<file path="src/rtl/itlb_refill_ctrl.sv">
// ITLB miss/refill controller: takes an ITLB miss, walks it through the PTW and writes the leaf PTE
// into a victim entry. Define ITLB_FIRST_INVALID_EN to prefer the lowest invalid entry over round-robin.
module itlb_refill_ctrl #(
  parameter int ENTRY_NUM = 31,
  parameter int PTE_W     = 64,
  parameter int VPN_W     = 27
) (
  input  logic                 clk_i,
  input  logic                 rstn_i,
  input  logic                 miss_valid_i,
  input  logic [VPN_W-1:0]     miss_vpn_i,
  output logic                 miss_ready_o,
  input  logic                 flush_i,
  output logic                 ptw_req_valid_o,
  output logic [VPN_W-1:0]     ptw_req_vpn_o,
  input  logic                 ptw_req_ready_i,
  input  logic                 ptw_resp_valid_i,
  input  logic [PTE_W-1:0]     ptw_resp_pte_i,
  input  logic                 ptw_resp_fault_i,
  input  logic [ENTRY_NUM-1:0] valid_vec_i,
  output logic [ENTRY_NUM-1:0] wr_en_o,
  output logic [PTE_W-1:0]     pte_wr_o,
  output logic [VPN_W-1:0]     tag_vpn_o,
  output logic                 refill_done_o,
  output logic                 fault_o
);

  localparam int PTR_W = (ENTRY_NUM > 1) ? $clog2(ENTRY_NUM) : 1;

  typedef enum logic [2:0] {
    S_IDLE  = 3'd0,
    S_REQ   = 3'd1,
    S_WAIT  = 3'd2,
    S_FILL  = 3'd3,
    S_DRAIN = 3'd4
  } state_t;

  state_t             r_state;
  state_t             w_state_nxt;
  logic [VPN_W-1:0]   r_vpn;
  logic [PTE_W-1:0]   r_pte;
  logic [PTR_W-1:0]   r_ptr;
  logic               r_fault;

  logic               w_latch_vpn;
  logic               w_latch_pte;
  logic               w_fault_set;
  logic               w_fill;
  logic               w_use_ptr;
  logic [PTR_W-1:0]   w_victim;
  logic               w_ptr_adv;

`ifdef ITLB_FIRST_INVALID_EN
  // Returns {found, index} of the lowest-index zero bit.
  function automatic logic [PTR_W:0] first_zero(input logic [ENTRY_NUM-1:0] vec);
    logic [PTR_W:0] res;
    res = '0;
    for (int i = ENTRY_NUM - 1; i >= 0; i--) begin
      if (!vec[i]) begin
        res = {1'b1, PTR_W'(i)};
      end else begin
        res = res;
      end
    end
    return res;
  endfunction

  logic [PTR_W:0] w_first_inv;
  assign w_first_inv = first_zero(valid_vec_i);

  // Victim selection: first invalid entry, else the round-robin pointer.
  always_comb begin
    w_use_ptr = 1'b1;
    w_victim  = r_ptr;
    if (w_first_inv[PTR_W]) begin
      w_use_ptr = 1'b0;
      w_victim  = w_first_inv[PTR_W-1:0];
    end else begin
      w_use_ptr = 1'b1;
      w_victim  = r_ptr;
    end
  end
`else
  logic w_unused_vec;
  assign w_unused_vec = ^valid_vec_i;
  assign w_use_ptr    = 1'b1;
  assign w_victim     = r_ptr;
`endif

  assign w_ptr_adv = w_fill & w_use_ptr;

  // Next-state and control decode.
  always_comb begin
    w_state_nxt = r_state;
    w_latch_vpn = 1'b0;
    w_latch_pte = 1'b0;
    w_fault_set = 1'b0;
    w_fill      = 1'b0;
    case (r_state)
      S_IDLE: begin
        if (miss_valid_i && !flush_i) begin
          w_latch_vpn = 1'b1;
          w_state_nxt = S_REQ;
        end else begin
          w_state_nxt = S_IDLE;
        end
      end
      S_REQ: begin
        if (flush_i) begin
          w_state_nxt = ptw_req_ready_i ? S_DRAIN : S_IDLE;
        end else if (ptw_req_ready_i) begin
          w_state_nxt = S_WAIT;
        end else begin
          w_state_nxt = S_REQ;
        end
      end
      S_WAIT: begin
        if (ptw_resp_valid_i) begin
          if (flush_i) begin
            w_state_nxt = S_IDLE;
          end else if (ptw_resp_fault_i) begin
            w_fault_set = 1'b1;
            w_state_nxt = S_IDLE;
          end else begin
            w_latch_pte = 1'b1;
            w_state_nxt = S_FILL;
          end
        end else if (flush_i) begin
          w_state_nxt = S_DRAIN;
        end else begin
          w_state_nxt = S_WAIT;
        end
      end
      S_FILL: begin
        // A flush here kills the write and leaves the pointer alone.
        w_fill      = !flush_i;
        w_state_nxt = S_IDLE;
      end
      S_DRAIN: begin
        if (ptw_resp_valid_i) begin
          w_state_nxt = S_IDLE;
        end else begin
          w_state_nxt = S_DRAIN;
        end
      end
      default: begin
        w_state_nxt = S_IDLE;
      end
    endcase
  end

  // State, latched miss/PTE data, fault pulse and victim pointer.
  always_ff @(posedge clk_i or negedge rstn_i) begin
    if (!rstn_i) begin
      r_state <= S_IDLE;
      r_vpn   <= '0;
      r_pte   <= '0;
      r_ptr   <= '0;
      r_fault <= 1'b0;
    end else begin
      r_state <= w_state_nxt;
      r_fault <= w_fault_set;
      if (w_latch_vpn) begin
        r_vpn <= miss_vpn_i;
      end
      if (w_latch_pte) begin
        r_pte <= ptw_resp_pte_i;
      end
      if (w_ptr_adv) begin
        r_ptr <= (r_ptr == PTR_W'(ENTRY_NUM - 1)) ? '0 : r_ptr + PTR_W'(1);
      end
    end
  end

  assign miss_ready_o    = (r_state == S_IDLE);
  assign ptw_req_valid_o = (r_state == S_REQ);
  assign ptw_req_vpn_o   = r_vpn;
  assign wr_en_o         = w_fill ? (ENTRY_NUM'(1'b1) << w_victim) : '0;
  assign pte_wr_o        = w_fill ? r_pte : '0;
  assign tag_vpn_o       = w_fill ? r_vpn : '0;
  assign refill_done_o   = w_fill;
  assign fault_o         = r_fault;

endmodule

</file>
<file path="config.mk">
export PLATFORM = sky130hd
export DESIGN_NAME = itlb_refill_ctrl
export DESIGN_NICKNAME = d
export VERILOG_FILES = /design/src/rtl/itlb_refill_ctrl.sv
export SDC_FILE = /design/constraint.sdc
export NUM_CORES = 1
export LEC_CHECK = 0
export BUFFER_PORTS_ARGS = -buffer_cell sky130_fd_sc_hd__buf_2
export CAP_MARGIN = 30
export CORE_AREA = 3 3 110 112
export DETAILED_ROUTE_END_ITERATION = 16
export DIE_AREA = 0 0 113 115
export HOLD_SLACK_MARGIN = 0.08
export MAX_ROUTING_LAYER = met4
export PLACE_DENSITY = 0.79
export SLEW_MARGIN = 30
export SYNTH_ARGS = -nofsm -noshare
export SYNTH_HDL_FRONTEND = slang
export SYNTH_SLANG_ARGS = --single-unit
</file>
<file path="constraint.sdc">
create_clock -name clk_i -period 2.1 [get_ports clk_i]
set_input_delay 0.315 -clock clk_i [delete_from_list [all_inputs] [get_ports clk_i]]
set_output_delay 0.315 -clock clk_i [all_outputs]
set_load 0.01 [all_outputs]
</file>
## Yosys cells after proc, flatten, opt, wreduce, memory -nomap -nowiden

Cells that the tools add are included.

- Add/sub/neg operators: 1
- Multipliers: 0
- Div/mod/pow operators: 0
- Magnitude comparators: 0
- Equal/unequal tests: 5
- Shift operators: 1
- Multiplexer cells: 25
- Bitwise gates (word level): 0
- Reductions and logical operators: 3

Operators by type and width:

| kind | count |
|---|---|
| $mux 64 | 1 |
| $mux 31 | 1 |
| $shl 1x5->31 const A | 1 |
| $mux 27 | 1 |
| $mux 3 | 5 |
| $mux 1 | 12 |
| $pmux 3 s4 | 1 |
| $eq 3x2->1 const B | 2 |
| $mux 2 | 3 |
| $add 5x1->5 const B | 1 |
| $eq 5x5->1 const B | 1 |
| $mux 5 | 1 |
| $eq 3x1->1 const B | 1 |
| $eq 3x3->1 const B | 1 |
| $logic_not 3->1 | 1 |
| $logic_and 1x1->1 | 1 |
| $logic_not 1->1 | 1 |

- Register bits: 100
- Bits in latches: 0
- RAM bits: 0
- Memory bits (read-only): 0
- Bits of input ports: 129
- Output and inout port bits: 153
- Word-level logic and storage cells: 40
- Memories: 0

## Depth between registers and ports, before layout

Gate-level depths: netlist (run 1).

- Word-level depth: 4
- Mapped depth: 7

## Least setup slack after synthesis (run 1)

No wires, ideal clock.

- Kind: register to output
- From: reg r_state[2]
- To: out wr_en_o[2]
- Data arrival time: 1452 ps
- Required time: 1785 ps
- Slack: 333 ps
- Stages on the path, launching flop included: 6
- Path buffers: 1
- Cells stage by stage: dfrtp_1 nand4bb_1 inv_1 buf_2 nand3_1 nor3_1

- Cells in the longest elaborated chain, start to end: 3

RTL lines:

| item | RTL line | text |
|---|---|---|
| start, declared | 38 | `state_t r_state;` |
| start signal, assigned | 161 | `r_state <= w_state_nxt;` |
| $eq 3x2->1 | 99 | `case (r_state)` |
| $mux 1 | 99 |  |
| $mux 31 | 178 | `assign wr_en_o = w_fill ? (ENTRY_NUM'(1'b1) << w_victim) : '0;` |
| end, declared | 21 | `output logic [ENTRY_NUM-1:0] wr_en_o,` |

No other way between the ends.

## Final worst setup path (run 1)

- From: reg r_state[2]
- To: out wr_en_o[9]

Same word-level chain as after synthesis.

==> results of run 1 <==
[per-stage QoR]
stage	worst slack (ps)	util [%]	instances	TNS (ps)	total power [uW]
floorplan	333	-	399	0	3230
global placement	152	55.8	775	0	3630
detailed placement	110	55.8	775	0	3690
CTS	13.3	58.8	793	0	5370
global route	-19.1	59.2	794	-19.1	5600
finish	64.7	59.2	794	0	5320
[Yosys cell counts]
library cell  count
inv_1             6
nor2b_1           1
a211oi_1          1
nand4bb_1         1
mux2i_1           1
ha_1              6
nand3b_1          2
dfrtp_1         100
clkbuf_2          6
buf_6             5
or3_1             3
o211ai_1          1
mux2_4           49
o21ai_0           5
nand3_1           6
mux2_2           42
buf_1             1
nor3_1            5
o32ai_1           1
nand3_2           1
o41ai_1           1
buf_2             6
a21oi_1           2
nand4_1           2
o22ai_1           1
nand4b_1          1
and2_1           92
nor2_1           30
and2b_1           1
clkbuf_1          4
nand2b_1          2
buf_4             2
nand2_1          12
[worst paths after layout]
path / end / slack [ps]
setup / recovery: wr_en_o[9] / 60
min in group asynchronous: r_pte[54] / 450
hold reg to reg: r_state[1] / 490
setup reg to reg: r_pte[32] / 270
hold / removal: r_pte[10] / 200
max in group asynchronous: ptw_req_vpn_o[17] / 970
[power groups by stage]
stage          Clock [uW]  Combinational, uW  Sequential [uW]
2_1_floorplan           0                629             2600
3_3_place_gp            0               1030             2600
3_5_place_dp            0               1070             2620
4_1_cts              1690               1080             2600
5_1_grt              1770               1170             2660
6_report             1640               1070             2600
[layer usage]
layer	vias to the layer above	share of wire (%)	track usage (%)	wire, um
li1	1821	-	-	-
met1	1834	40	22.2	4940
met4	0	1.5	6.89	183
met2	152	52	31.9	6360
met3	15	5.9	2.84	720
met5	-	0	-	0
[logic make-up after synthesis]
logic type,count (synthesis),share of synthesized area (%)
fa+ha+maj,6,1.52
simple gates,159,18.1
compound gates,12,1.50
mux,92,24.7
flops,100,50.7
buf+inv,30,3.50
[worst max-delay path, delay by kind of cell, from the launching register on]
family / cells / cell delay, ps
AND/OR/NAND/NOR: 3 / 800
buffers and inverters: 1 / 150
flip-flops: 1 / 430
[sequential cells by signal (all words and copies together) (netlist names)]
register and count:
r_ptr 5, fault_o 1, ptw_req_vpn_o 27, r_state 3, r_pte 64
[timing repair]
item | 4_1_cts | 5_1_grt
resized for setup | 7 | 8
pin swaps | 1 | 0
hold buffers | 1 | 0
endpoints found under the setup margin | 118 | 134
setup buffers | 1 | 1
hold endpoints to repair | 32 | 0
[area by class of cell]
cell class              instances  area (sq um)
fillers                       965          4620
flip-flops and latches        100          2510
clock inverters                 6          63.8
multi-input cells             269          2300
clock buffers                  10           229
well taps                     143           179
inverters                       6          27.5
repair buffers                260          1390
==> impl_metrics.json, run 1 <==
{
  "place_area_sq_um": 6320,
  "p_comb_share_pct": 20.1,
  "cp-start-kind": "flip-flop",
  "clk_latency_ps": 340,
  "cts_tree": "done",
  "die_h_um": 115,
  "power.internal_uw": 3880,
  "leakage_uw": 0.00380,
  "clkTransAtPathRegs_ps": 70,
  "vias": 3822,
  "cp.required_ps": 1780,
  "hold_viol": 0,
  "drive_above_1_share_pct": 57.9,
  "fin_hold_ws_ps": 202,
  "swShare_pct": 27.0,
  "finalMaxSlewViolations": 0,
  "path_max_fanout": 5,
  "final_common_cell": "buf_2",
  "hold_depth": 2,
  "outcome": "finished, final reports clean",
  "r2r-start": "r_state[0]",
  "hp-start": "ptw_resp_pte_i[10]",
  "grt_pass1_vias": 3875,
  "syn-num-nets": 534,
  "finalSetupViolCount": 0,
  "post-route-period-util_pct": 96.9,
  "p_switching_uw": 1440,
  "crit_start": "r_state[2]",
  "cpPeakStageDelay_ps": 430,
  "rows": 39,
  "slowest_stage": "dfrtp_2",
  "place_congestion": 0.874,
  "portBuffers": 250,
  "cts-root-buf": "clkbuf_16",
  "core_sq_um": 11300,
  "ys_seq_area_share_pct": 50.7,
  "powerDensity_nw_per_um2": 794,
  "maxSlewHeadroom_pct": 69.1,
  "grt_pass1_wl_um": 19100,
  "die_w_um": 113,
  "end_kind": "output pin",
  "vdd_drop_max_uv": 362,
  "fin_skew_ps": 6.30,
  "clkPwrFrac_pct": 30.9,
  "cap_violations": 0,
  "cts_buffers": 9,
  "syn_area_per_cell_sq_um": 12.4,
  "yosysWarnings": 0,
  "fin_crit_ps": 2040,
  "hp-class": "primary input to flip-flop",
  "drcViolationCount": 0,
  "cts.path.max_buffers": 2,
  "arrival_ps": 1720,
  "antenna_found_initial": 0,
  "grt_max_degree": 59,
  "n_antenna_cell": 0,
  "vias_per_cell": 4.81,
  "initial_utilization_pct": 43.6,
  "fin_nets": 781,
  "yosysTopAreaCell": "dfrtp_1",
  "ys_types": 33,
  "h-tree-depth": 3,
  "worstPathCellList": "nand4bb_4 > or3_1 > nor2_1 > buf_2",
  "syn2layout_area_growth_pct": 35.7,
  "r2r_cells": 4,
  "post-route-cell-area_sq_um": 6700,
  "final_cell_mix": "buf_2 (249), dfrtp_1 (96), and2_1 (92), mux2_4 (49), mux2_2 (42)",
  "io_pins": 282,
  "critPathKind": "flip-flop to output pin",
  "postSynthCellCount": 399,
  "syn-cell-area_sq_um": 4930,
  "worst_pin_slew_ps": 463,
  "drt_iter0_drc": 134,
  "max_freq_ghz": 0.491,
  "routedWlPerCell_um": 15.4,
  "synth_top_area_share_pct": 50.7,
  "synth-seq-cells": 100,
  "dpl.hpwl_um": 9090,
  "fp.dieArea_sq_um": 13000,
  "clock_sinks": 100,
  "ant_nets": 0,
  "synthTopCellsByArea": "dfrtp_1 (51%), mux2_4 (15%), and2_1 (12%), mux2_2 (9.6%), nor2_1 (2.3%)",
  "drt-total-wl_um": 12200,
  "grt_usage_pct": 18.6,
  "globalRoute.totalOverflow": 0,
  "dr.pass1.iters": 4,
  "p_seq_share_pct": 49.0
}
(Power assumes the default switching activity.)
==> run 2, diff against run 1 <==
Settings changed: ABC_AREA set to 1, PLACE_DENSITY 0.79 to 0.8.
==> run 2 against run 1 <==
Net effect:
- die area stayed put
- flip-flop and latch count unchanged
- synthesized cell count up 71%
- clock skew up 2.7 ps
- global-route usage is 2.3 points higher
- largest cell class unchanged
- total power rose by 3.1%
- largest power group unchanged
- critical endpoint is now wr_en_o[24]
==> impl_metrics.json, run 2 <==
{
  "ys.flop_type": "dfrtp_1",
  "grt_max_degree": 101,
  "outcome": "finished, final reports clean",
  "synth_top_area_share_pct": 50.0,
  "drcViolationCount": 0,
  "leakage_uw": 0.00392,
  "globalRoute.totalOverflow": 0,
  "vias_per_cell": 4.68,
  "grt_pass1_wl_um": 21700,
  "initial_utilization_pct": 44.2,
  "dpl.hpwl_um": 9620,
  "cts_tree": "done",
  "ys_seq_area_share_pct": 50.0,
  "final_util_pct": 59.2,
  "critPathKind": "flip-flop to output pin",
  "syn2layout_area_growth_pct": 33.8,
  "cts.path.max_buffers": 2,
  "synthTopCellsByCount": "nand2_1 (154), nor2_1 (153), inv_1 (101)",
  "synth-seq-cells": 100,
  "arrival_ps": 1700,
  "dr.pass1.iters": 5,
  "grt_pass1_vias": 4578,
  "end_kind": "output pin",
  "hold_viol": 0,
  "vdd_drop_max_uv": 445,
  "ant_nets": 0,
  "syn-num-nets": 819,
  "synth.most_common_cell": "nand2_1",
  "path_max_fanout": 20,
  "drt_iter0_drc": 350,
  "post-route-period-util_pct": 95.9,
  "postSynthCellCount": 684,
  "final_cell_mix": "buf_2 (249), nor2_1 (153), nand2_1 (152), inv_1 (101), dfrtp_1 (98)",
  "core_sq_um": 11300,
  "hp-class": "primary input to flip-flop",
  "yosysTopAreaCell": "dfrtp_1",
  "n_antenna_cell": 0,
  "yosysWarnings": 0,
  "fin_skew_ps": 9.05,
  "fin_nets": 1052,
  "die_w_um": 113,
  "cap_violations": 0,
  "async_reset_ff_share_pct": 100,
  "drive_above_1_share_pct": 31.7,
  "powerDensity_nw_per_um2": 817,
  "final_common_cell": "buf_2",
  "drt-total-wl_um": 13400,
  "ys_types": 21,
  "antenna_found_initial": 0,
  "io_pins": 282,
  "clk_latency_ps": 330,
  "rows": 39,
  "post-place-ws_ps": 218,
  "synthTopCellsByArea": "dfrtp_1 (50%), nand2_1 (12%), nor2_1 (11%), nand3_1 (8.3%), inv_1 (7.6%)",
  "finalSetupViolCount": 0,
  "syn_area_per_cell_sq_um": 7.32,
  "fp.dieArea_sq_um": 13000,
  "cp-start-kind": "flip-flop",
  "portBuffers": 250,
  "postCtsSetupBuffers": 0,
  "clock_sinks": 100,
  "maxSlewHeadroom_pct": 64.6,
  "routedWlPerCell_um": 12.6,
  "h-tree-depth": 3,
  "rsz0062_at_grt": "true",
  "cp.required_ps": 1780,
  "grt_usage_pct": 20.9,
  "cts_buffers": 9,
  "synth_edf_count": 0,
  "fin_crit_ps": 2010,
  "max_freq_ghz": 0.497,
  "die_h_um": 115,
  "largest_register_ffs": 64,
  "fin_ws_ps": 86.2,
  "place_congestion": 0.974,
  "clkTransAtPathRegs_ps": 70,
  "syn-cell-area_sq_um": 5010,
  "largest-register": "r_pte",
  "finalMaxSlewViolations": 0,
  "vias": 4987,
  "worst_pin_slew_ps": 531,
  "cts-root-buf": "clkbuf_16",
  "r2r_slack_ps": 610
}
## run 2: cell types whose count changed in the layout (fill, tap and decap cells not counted), moves of 3 or more
cell     delta
a21oi_1    +25
and2_1     -92
inv_1      +96
mux2_2     -42
mux2_4     -49
nand2_1   +140
nand3_1    +77
nor2_1    +124
nor2_4      +3
nor3_2      -3
## run 2: power breakdown
group	total [uW]	internal, uW	switching [uW]
registers	2660	2390	273
clock network	1570	845	729
logic	1250	481	766
## run 2: cells by family after synthesis
kind of cell               count (synthesis)  share of synthesized area [%]
and+or+nand+nor                          400                           32.7
DFF                                      100                           50.0
AOI/OAI and AO/OA                         32                           3.20
adders and majority gates                  6                           1.50
buffers and inverters                    146                           12.7
## run 2: layout make-up
type	instances	area, sq um
sequential	100	2500
timing repair buffer	261	1390
fill	1088	4620
multi-input combinational	438	1930
inverter	107	408
tap	143	179
clock inverter	6	46.3
clock buffer	10	239
## run 2: critical path: stages (launching register included)
cell and delay [ps]:
dfrtp_2 460, nor2_4 200, nand2_8 150, inv_4 130, nand3_1 110, nor2_1 150, buf_2 150
## run 2: per-layer routing
layer | vias up | share of wire [%] | track usage, %
met2 | 198 | 49 | 35.1
met4 | 0 | 1.7 | 6.41
met5 | - | 0 | -
li1 | 2512 | - | -
met3 | 21 | 6.9 | 4.21
met1 | 2256 | 42 | 25.5
## run 2: path summary, 6_finish.rpt
check                                   start           endpoint  cells after the start
setup / recovery                   r_state[2]        wr_en_o[24]                      6
hold / removal             ptw_resp_pte_i[41]          r_pte[41]                      3
setup reg to reg                   r_state[2]  ptw_req_vpn_o[12]                      5
hold reg to reg                     r_pte[25]          r_pte[25]                      2
max in group asynchronous              rstn_i           r_ptr[0]                      3
min in group asynchronous              rstn_i           r_pte[2]                      3
## run 2: what timing repair did
action                                  CTS  global route
endpoints found under the setup margin   43            82
endpoints found under the hold margin    60             0
hold buffers                              1             0
gates resized for setup                   3            10
pin swaps                                 0             1
## run 2: through the flow
step / instances / TNS [ps] / cell area [sq um] / hold WS (ps) / total power (uW)
after global placement: 1048 / 0 / 6350 / 420 / 3870
final: 1065 / 0 / 6700 / 208 / 5480
after CTS: 1065 / 0 / 6660 / 195 / 5520
after floorplan: 684 / 0 / 5010 / 19.4 / 3410
after global routing: 1065 / -437 / 6700 / 202 / 5860
after detailed placement: 1048 / 0 / 6350 / 425 / 3930
